**src/rtl/id_ex_operand_stage_pkg.sv**
```systemverilog
// Shared encodings for the ID/EX operand stage:
// ALU control codes and forwarding select values.
package id_ex_operand_stage_pkg;

  localparam int CTRL_W = 4;

  localparam logic [CTRL_W-1:0] ALU_AND = 4'b0000;
  localparam logic [CTRL_W-1:0] ALU_OR  = 4'b0001;
  localparam logic [CTRL_W-1:0] ALU_ADD = 4'b0010;
  localparam logic [CTRL_W-1:0] ALU_SUB = 4'b0110;
  localparam logic [CTRL_W-1:0] ALU_SLT = 4'b0111;
  localparam logic [CTRL_W-1:0] ALU_NOR = 4'b1100;

  localparam logic [1:0] FWD_REG   = 2'b00;
  localparam logic [1:0] FWD_MEMWB = 2'b01;
  localparam logic [1:0] FWD_EXMEM = 2'b10;

endpackage

```
**src/rtl/id_ex_operand_stage_fwd_select.sv**
```systemverilog
// Per-operand forwarding comparator and priority mux.
// Ports: held addr/data, EX/MEM and MEM/WB triples -> select, value.
module fwd_select
  import id_ex_operand_stage_pkg::*;
#(
  parameter int DATA_W = 32,
  parameter int REG_AW = 5
) (
  input  logic [REG_AW-1:0] addr_i,
  input  logic [DATA_W-1:0] data_i,
  input  logic              exmem_we_i,
  input  logic [REG_AW-1:0] exmem_rd_i,
  input  logic [DATA_W-1:0] exmem_data_i,
  input  logic              memwb_we_i,
  input  logic [REG_AW-1:0] memwb_rd_i,
  input  logic [DATA_W-1:0] memwb_data_i,
  output logic [1:0]        sel_o,
  output logic [DATA_W-1:0] data_o
);

  logic ex_hit;
  logic wb_hit;

  // x0 is hardwired, so it is never a forwarding target.
  assign ex_hit = exmem_we_i && (exmem_rd_i != '0)
               && (exmem_rd_i == addr_i);
  assign wb_hit = memwb_we_i && (memwb_rd_i != '0)
               && (memwb_rd_i == addr_i) && !ex_hit;

  always_comb begin
    sel_o  = FWD_REG;
    data_o = data_i;
    unique case (1'b1)
      ex_hit: begin
        sel_o  = FWD_EXMEM;
        data_o = exmem_data_i;
      end
      wb_hit: begin
        sel_o  = FWD_MEMWB;
        data_o = memwb_data_i;
      end
      default: ;
    endcase
  end

endmodule

```
**src/rtl/id_ex_operand_stage.sv**
```systemverilog
// ID/EX register with operand forwarding, stall hold and flush bubble.
// Ports: ID fields in, EX/MEM + MEM/WB results in, ALU operands out.
module id_ex_operand_stage #(
  parameter int DATA_W = 32,
  parameter int REG_AW = 5,
  parameter int CTRL_W = 4
) (
  input  logic              clk_i,
  input  logic              rst_n,
  input  logic              stall_i,
  input  logic              flush_i,
  input  logic              valid_i,
  input  logic [REG_AW-1:0] rs_addr_i,
  input  logic [REG_AW-1:0] rt_addr_i,
  input  logic [REG_AW-1:0] rd_addr_i,
  input  logic [DATA_W-1:0] rs_data_i,
  input  logic [DATA_W-1:0] rt_data_i,
  input  logic [DATA_W-1:0] imm_i,
  input  logic [CTRL_W-1:0] alu_ctrl_i,
  input  logic              alu_src_i,
  input  logic              reg_write_i,
  input  logic              exmem_reg_write_i,
  input  logic [REG_AW-1:0] exmem_rd_i,
  input  logic [DATA_W-1:0] exmem_result_i,
  input  logic              memwb_reg_write_i,
  input  logic [REG_AW-1:0] memwb_rd_i,
  input  logic [DATA_W-1:0] memwb_result_i,
  output logic              valid_o,
  output logic [DATA_W-1:0] src1_o,
  output logic [DATA_W-1:0] src2_o,
  output logic [DATA_W-1:0] store_data_o,
  output logic [CTRL_W-1:0] ctrl_o,
  output logic [REG_AW-1:0] rd_addr_o,
  output logic              reg_write_o,
  output logic [1:0]        fwd_a_o,
  output logic [1:0]        fwd_b_o
);

  logic              valid_q;
  logic [REG_AW-1:0] rs_q;
  logic [REG_AW-1:0] rt_q;
  logic [REG_AW-1:0] rd_q;
  logic [DATA_W-1:0] rs_data_q;
  logic [DATA_W-1:0] rt_data_q;
  logic [DATA_W-1:0] imm_q;
  logic [CTRL_W-1:0] ctrl_q;
  logic              alu_src_q;
  logic              reg_write_q;

  logic [DATA_W-1:0] fwd_a_data;
  logic [DATA_W-1:0] fwd_b_data;

  always_ff @(posedge clk_i or negedge rst_n) begin
    if (!rst_n) begin
      valid_q     <= 1'b0;
      rs_q        <= '0;
      rt_q        <= '0;
      rd_q        <= '0;
      rs_data_q   <= '0;
      rt_data_q   <= '0;
      imm_q       <= '0;
      ctrl_q      <= '0;
      alu_src_q   <= 1'b0;
      reg_write_q <= 1'b0;
    end else if (flush_i) begin
      valid_q     <= 1'b0;
      rs_q        <= '0;
      rt_q        <= '0;
      rd_q        <= '0;
      rs_data_q   <= '0;
      rt_data_q   <= '0;
      imm_q       <= '0;
      ctrl_q      <= '0;
      alu_src_q   <= 1'b0;
      reg_write_q <= 1'b0;
    end else if (stall_i) begin
      // Refresh held operands so results retiring
      // during the stall are not lost.
      rs_data_q <= fwd_a_data;
      rt_data_q <= fwd_b_data;
    end else begin
      valid_q     <= valid_i;
      rs_q        <= rs_addr_i;
      rt_q        <= rt_addr_i;
      rd_q        <= rd_addr_i;
      rs_data_q   <= rs_data_i;
      rt_data_q   <= rt_data_i;
      imm_q       <= imm_i;
      ctrl_q      <= alu_ctrl_i;
      alu_src_q   <= alu_src_i;
      reg_write_q <= reg_write_i;
    end
  end

  fwd_select #(
    .DATA_W(DATA_W),
    .REG_AW(REG_AW)
  ) u_fwd_a (
    .addr_i      (rs_q),
    .data_i      (rs_data_q),
    .exmem_we_i  (exmem_reg_write_i),
    .exmem_rd_i  (exmem_rd_i),
    .exmem_data_i(exmem_result_i),
    .memwb_we_i  (memwb_reg_write_i),
    .memwb_rd_i  (memwb_rd_i),
    .memwb_data_i(memwb_result_i),
    .sel_o       (fwd_a_o),
    .data_o      (fwd_a_data)
  );

  fwd_select #(
    .DATA_W(DATA_W),
    .REG_AW(REG_AW)
  ) u_fwd_b (
    .addr_i      (rt_q),
    .data_i      (rt_data_q),
    .exmem_we_i  (exmem_reg_write_i),
    .exmem_rd_i  (exmem_rd_i),
    .exmem_data_i(exmem_result_i),
    .memwb_we_i  (memwb_reg_write_i),
    .memwb_rd_i  (memwb_rd_i),
    .memwb_data_i(memwb_result_i),
    .sel_o       (fwd_b_o),
    .data_o      (fwd_b_data)
  );

  assign valid_o      = valid_q;
  assign src1_o       = fwd_a_data;
  assign store_data_o = fwd_b_data;
  assign src2_o       = alu_src_q ? imm_q : fwd_b_data;
  assign ctrl_o       = ctrl_q;
  assign rd_addr_o    = rd_q;
  assign reg_write_o  = reg_write_q & valid_q;

endmodule

```
**config.mk**
```make
export PLATFORM = sky130hd
export DESIGN_NAME = id_ex_operand_stage
export DESIGN_NICKNAME = d
export VERILOG_FILES = /design/src/rtl/id_ex_operand_stage_pkg.sv /design/src/rtl/id_ex_operand_stage_fwd_select.sv /design/src/rtl/id_ex_operand_stage.sv
export SDC_FILE = /design/constraint.sdc
export NUM_CORES = 1
export LEC_CHECK = 0
export CAP_MARGIN = 30
export CORE_MARGIN = 2
export CORE_UTILIZATION = 40
export DETAILED_ROUTE_END_ITERATION = 10
export PLACE_DENSITY = 0.75
export SETUP_SLACK_MARGIN = 0.02
export SYNTH_ARGS = -nofsm -noshare
export SYNTH_HDL_FRONTEND = slang
export SYNTH_HIERARCHICAL = 1
export SYNTH_SLANG_ARGS = --single-unit
```
**constraint.sdc**
```tcl
create_clock -name clk_i -period 3.55 [get_ports clk_i]
set_clock_uncertainty 0.05 [all_clocks]
set_input_delay 0.355 -clock clk_i [delete_from_list [all_inputs] [get_ports clk_i]]
set_output_delay 0.355 -clock clk_i [all_outputs]
set_load 0.03 [all_outputs]
```
==> results of run 1 <==
-- flip-flops by register name, summed over array words and instances, names as in the netlist --
register / flops
reg_write_q: 1
rd_addr_o: 5
rs_q: 5
valid_o: 1
imm_q: 32
rt_q: 5
rs_data_q: 32
alu_src_q: 1
rt_data_q: 32
ctrl_o: 4
-- synth_stat cells, drive strengths merged --
cell type	number
mux2i	118
dfrtp	118
or3	2
nand2	4
buf	61
clkbuf	37
a21oi	4
o31ai	64
or4b	64
inv	2
xnor2	16
a31oi	64
or4	4
and2	5
nand3	4
nor2	122
mux2	32
nor4	66
-- repair_timing --
action	CTS	global route
hold endpoints to repair	74	0
hold buffers	1	0
cloned	1	2
buffers inserted	0	6
gates resized for setup	0	1
pin swaps	1	2
endpoints found under the setup margin	8	19
-- metal layers --
| layer | wire (um) | track usage |
|---|---|---|
| met5 | 0 | 0 |
| met3 | 2320 | 0.0637 |
| met2 | 14700 | 0.443 |
| met1 | 12400 | 0.349 |
| met4 | 1040 | 0.117 |
-- worst max-delay path by stage --
stage | cells past startpoint | startpoint | slack (ns) | to
after detailed placement | 9 | exmem_rd_i[0] | 0.31 | src2_o[24]
after global routing | 7 | rt_q[0] | 0.02 | src2_o[23]
after global placement | 9 | exmem_rd_i[0] | 0.34 | src2_o[24]
after floorplan | 8 | rt_q[0] | 0.65 | src2_o[23]
after CTS | 7 | rt_q[1] | 0.03 | src2_o[23]
final | 6 | rt_q[0] | 0.15 | src2_o[9]
-- power by group through the flow --
stage                     Sequential (mW)  Clock [mW]  Combinational [mW]
after detailed placement             1.49           0                1.36
final                                1.46        1.99                1.39
after global placement               1.48           0                1.35
after global routing                 1.47        2.08                1.47
after floorplan                      1.49           0               0.774
after CTS                            1.46        2.02                1.37
-- critical path: stages, from the launching register on --
cell and delay [ns]:
dfrtp_1 0.43, or4_1 0.71, a21oi_2 0.59, or4b_2 0.26
a31oi_2 0.12, mux2_2 0.29, buf_4 0.16
-- cell type report --
class,count,area [sq um],share of cell area
diodes,3,7.51,0.000630
multi-input cells,572,4650,0.391
clock inverters,13,219,0.0184
well taps,270,338,0.0284
flip-flops and latches,118,2950,0.248
clock buffers,19,453,0.0380
repair buffers,342,3280,0.276
inverters,2,7.51,0.000630
-- cell families after synthesis --
group / after synthesis
and+or+nand+nor: 271
muxes: 150
AOI/OAI and AO/OA: 132
DFF: 118
buffers and inverters: 100
xor gates and xnor gates: 16
-- stage by stage --
step                      setup slack [ns]  cell area (sq um)
after global placement               0.343              11200
after floorplan                      0.653               8190
after global routing                0.0246              11900
after CTS                           0.0298              11800
after detailed placement             0.309              11200
final                                0.147              11900
==> results.txt, run 1 <==
The number of hold violations in the final report came out at 0. Counting cells, the worst reg-to-reg path comes to 7. The internal power was 3.32 mW; the adder-cell area share of the yosys netlist was 0. The worst hold path begins at imm_q[18].

The critical path class is reg -> out. In this run, the number of DRC markers left after iteration 0 of detailed routing was 509. The tools report the timing-limited maximum frequency as 0.294 GHz. Pin placement for this block handled 309 I/O pins.

Clock-pin slew was measured on the worst setup and hold paths at 0.06 ns. The logs give 0 for the number of maximum-capacitance violations and 0.391 for the worst slew slack as a fraction of its limit. The power per standard cell area is 407 mW/mm^2, and the number of global-route vias before repair is 7842. In this run the mean area of a mapped cell was 10.4 sq um. The worst IR drop on VDD was 298 uV; the final global-route overflow total was 0. The tools report the initial antenna violation count as 3.

After synthesis, the cell types taking the most area are dfrtp_1 36%, mux2i_1 14%, a31oi_2 8.6%, o31ai_1 5.9%, nor2_1 5.6%. Counting along the longest clock path gives a buffer depth of 2. The number of search-and-repair iterations in the first detailed-routing pass is 5, and the number of nets produced by synthesis is 985. The wire-length estimate of the detail-placed layout is 20400 um. The tree is rooted in a clkbuf_16. Detailed routing inserted a total of 7772 vias.

The post-placement cell count is 1294, and the total wirelength of the detailed-routed design is 30400 um. The post-route minimum period came out at 3.40 ns. The count of standard-cell rows is 52.

The complex-gate fraction of the synthesized area is 0.155, and the latest clock arrival within the worst-skew pair is 0.42 ns. At the worst endpoint, the arrival time is 3.00 ns. By area, the combinational part of the netlist is dominated by simple AND/OR/NAND/NOR gates.

The run finished with clean final reports. Setup total negative slack on the finished layout was measured at 0 ns. In this run, CTS created clock tree buffers numbering 17. The fraction of synthesized cell area taken by the top area cell type works out to 0.360.

The horizontal extent of the die is 147 um, and the number of nets in the finished design is 1251. In the final routed layout, each cell accounts on average for 22.7 um. Along the worst path, the maximum fanout reaches 15. The basic-gate share of the synthesized area counting and, or, nand and nor cells is 0.198.

The share of power burned in the clock network was 0.410; the proportion of total power due to net switching was 0.314. The origin of the critical flop-to-flop path was rt_q[0]. The portion of netlist area occupied by mux cells is 0.188. The class of the worst hold path was reg -> reg. The worst hold path terminates at imm_q[18].

Setup repair after global routing left no endpoint under its margin. The run gives 787 as the number of cells produced by synthesis. The count of buffers added on input and output ports is 308. The required time at the worst-slack endpoint is 3.14 ns. The final standard cell utilization of the core was 0.591; the combinational share of power was 0.288. The tree built by TritonCTS fans out to 118 sinks.

The sequential share of power came out at 0.302. For the count of synthesis-stage warnings from yosys, the log shows 6. The capturing point of the worst reg2reg path was rt_data_q[3]. Leading area contributor after synthesis: dfrtp_1.

In this run the remaining antenna-violating nets after routing total 0. The max-slew violation count is 0. In this run the static leakage power is 4.96 nW.

The startpoint class of the critical path was a flip-flop. The run gives 45700 um as the wire length of the first global-routing pass. The top cell types in the final layout, fill and taps aside, are 207 x clkdlybuf4s50_1, 121 x nor2_1, 118 x mux2i_1, 118 x dfrtp_1, 117 x buf_4. The layout overhead on the synthesized area was 45.5%; the unique cell type count in the Yosys netlist was 25.

Counting flops and latches in the post-synthesis netlist gives 118. The most common cell after layout, fill and taps aside was clkdlybuf4s50_1. In this run the power spent charging and discharging nets is 1.52 mW. Overall power consumption after layout is estimated at 4.84 mW. The proportion of synthesized chip area in sequential cells was 0.360; the height of the die was 147 um. STA classifies the critical path endpoint as a primary output. The maximum number of pins on one net before global-route repair was 78; the mapped cell area was 0.00819 sq mm. The H-tree was split into 4 levels. The global placement routability congestion was 0.909. In the routed layout, each cell is associated on average with a via count of 5.80. The total global routing track utilization was 0.273. The xor/xnor cell area share of the yosys netlist came out at 0.0171. For this run, design rule violations remaining after detail routing come to 0.

The core outline area is 0.0202 sq mm. In this run the register-to-register setup slack is 0.88 ns. The final setup violation count is 0, and the fraction of final layout cells with drive strength greater than 1 is 0.283.

The tools report the starting density of the core as 0.406. After the flow finishes, the layout carries non-filler instances totaling 1339. The transition time of the tightest slew-check pin was 0.914 ns. The floorplan step defined a die boundary enclosing 0.0216 sq mm. Part of the cycle the worst path needs: 0.959.

TritonCTS built the clock tree. Hold path depth: 2. The worst hold slack is 0.469 ns, and the filler cell count is 1754.
No activity file was read; power rests on OpenSTA's default activity.
==> run 2: changes to the inputs <==
Settings changed: SKIP_LAST_GASP from default to 1.
==> results of run 2 <==
Same layout as run 1: the final DEF is identical, and so are final timing and power.
==> run 3: changes to the inputs <==
Settings changed: CTS_CLUSTER_SIZE from default to 40.
==> results of run 3 <==
Same layout as run 1: the final DEF is identical, and so are final timing and power.
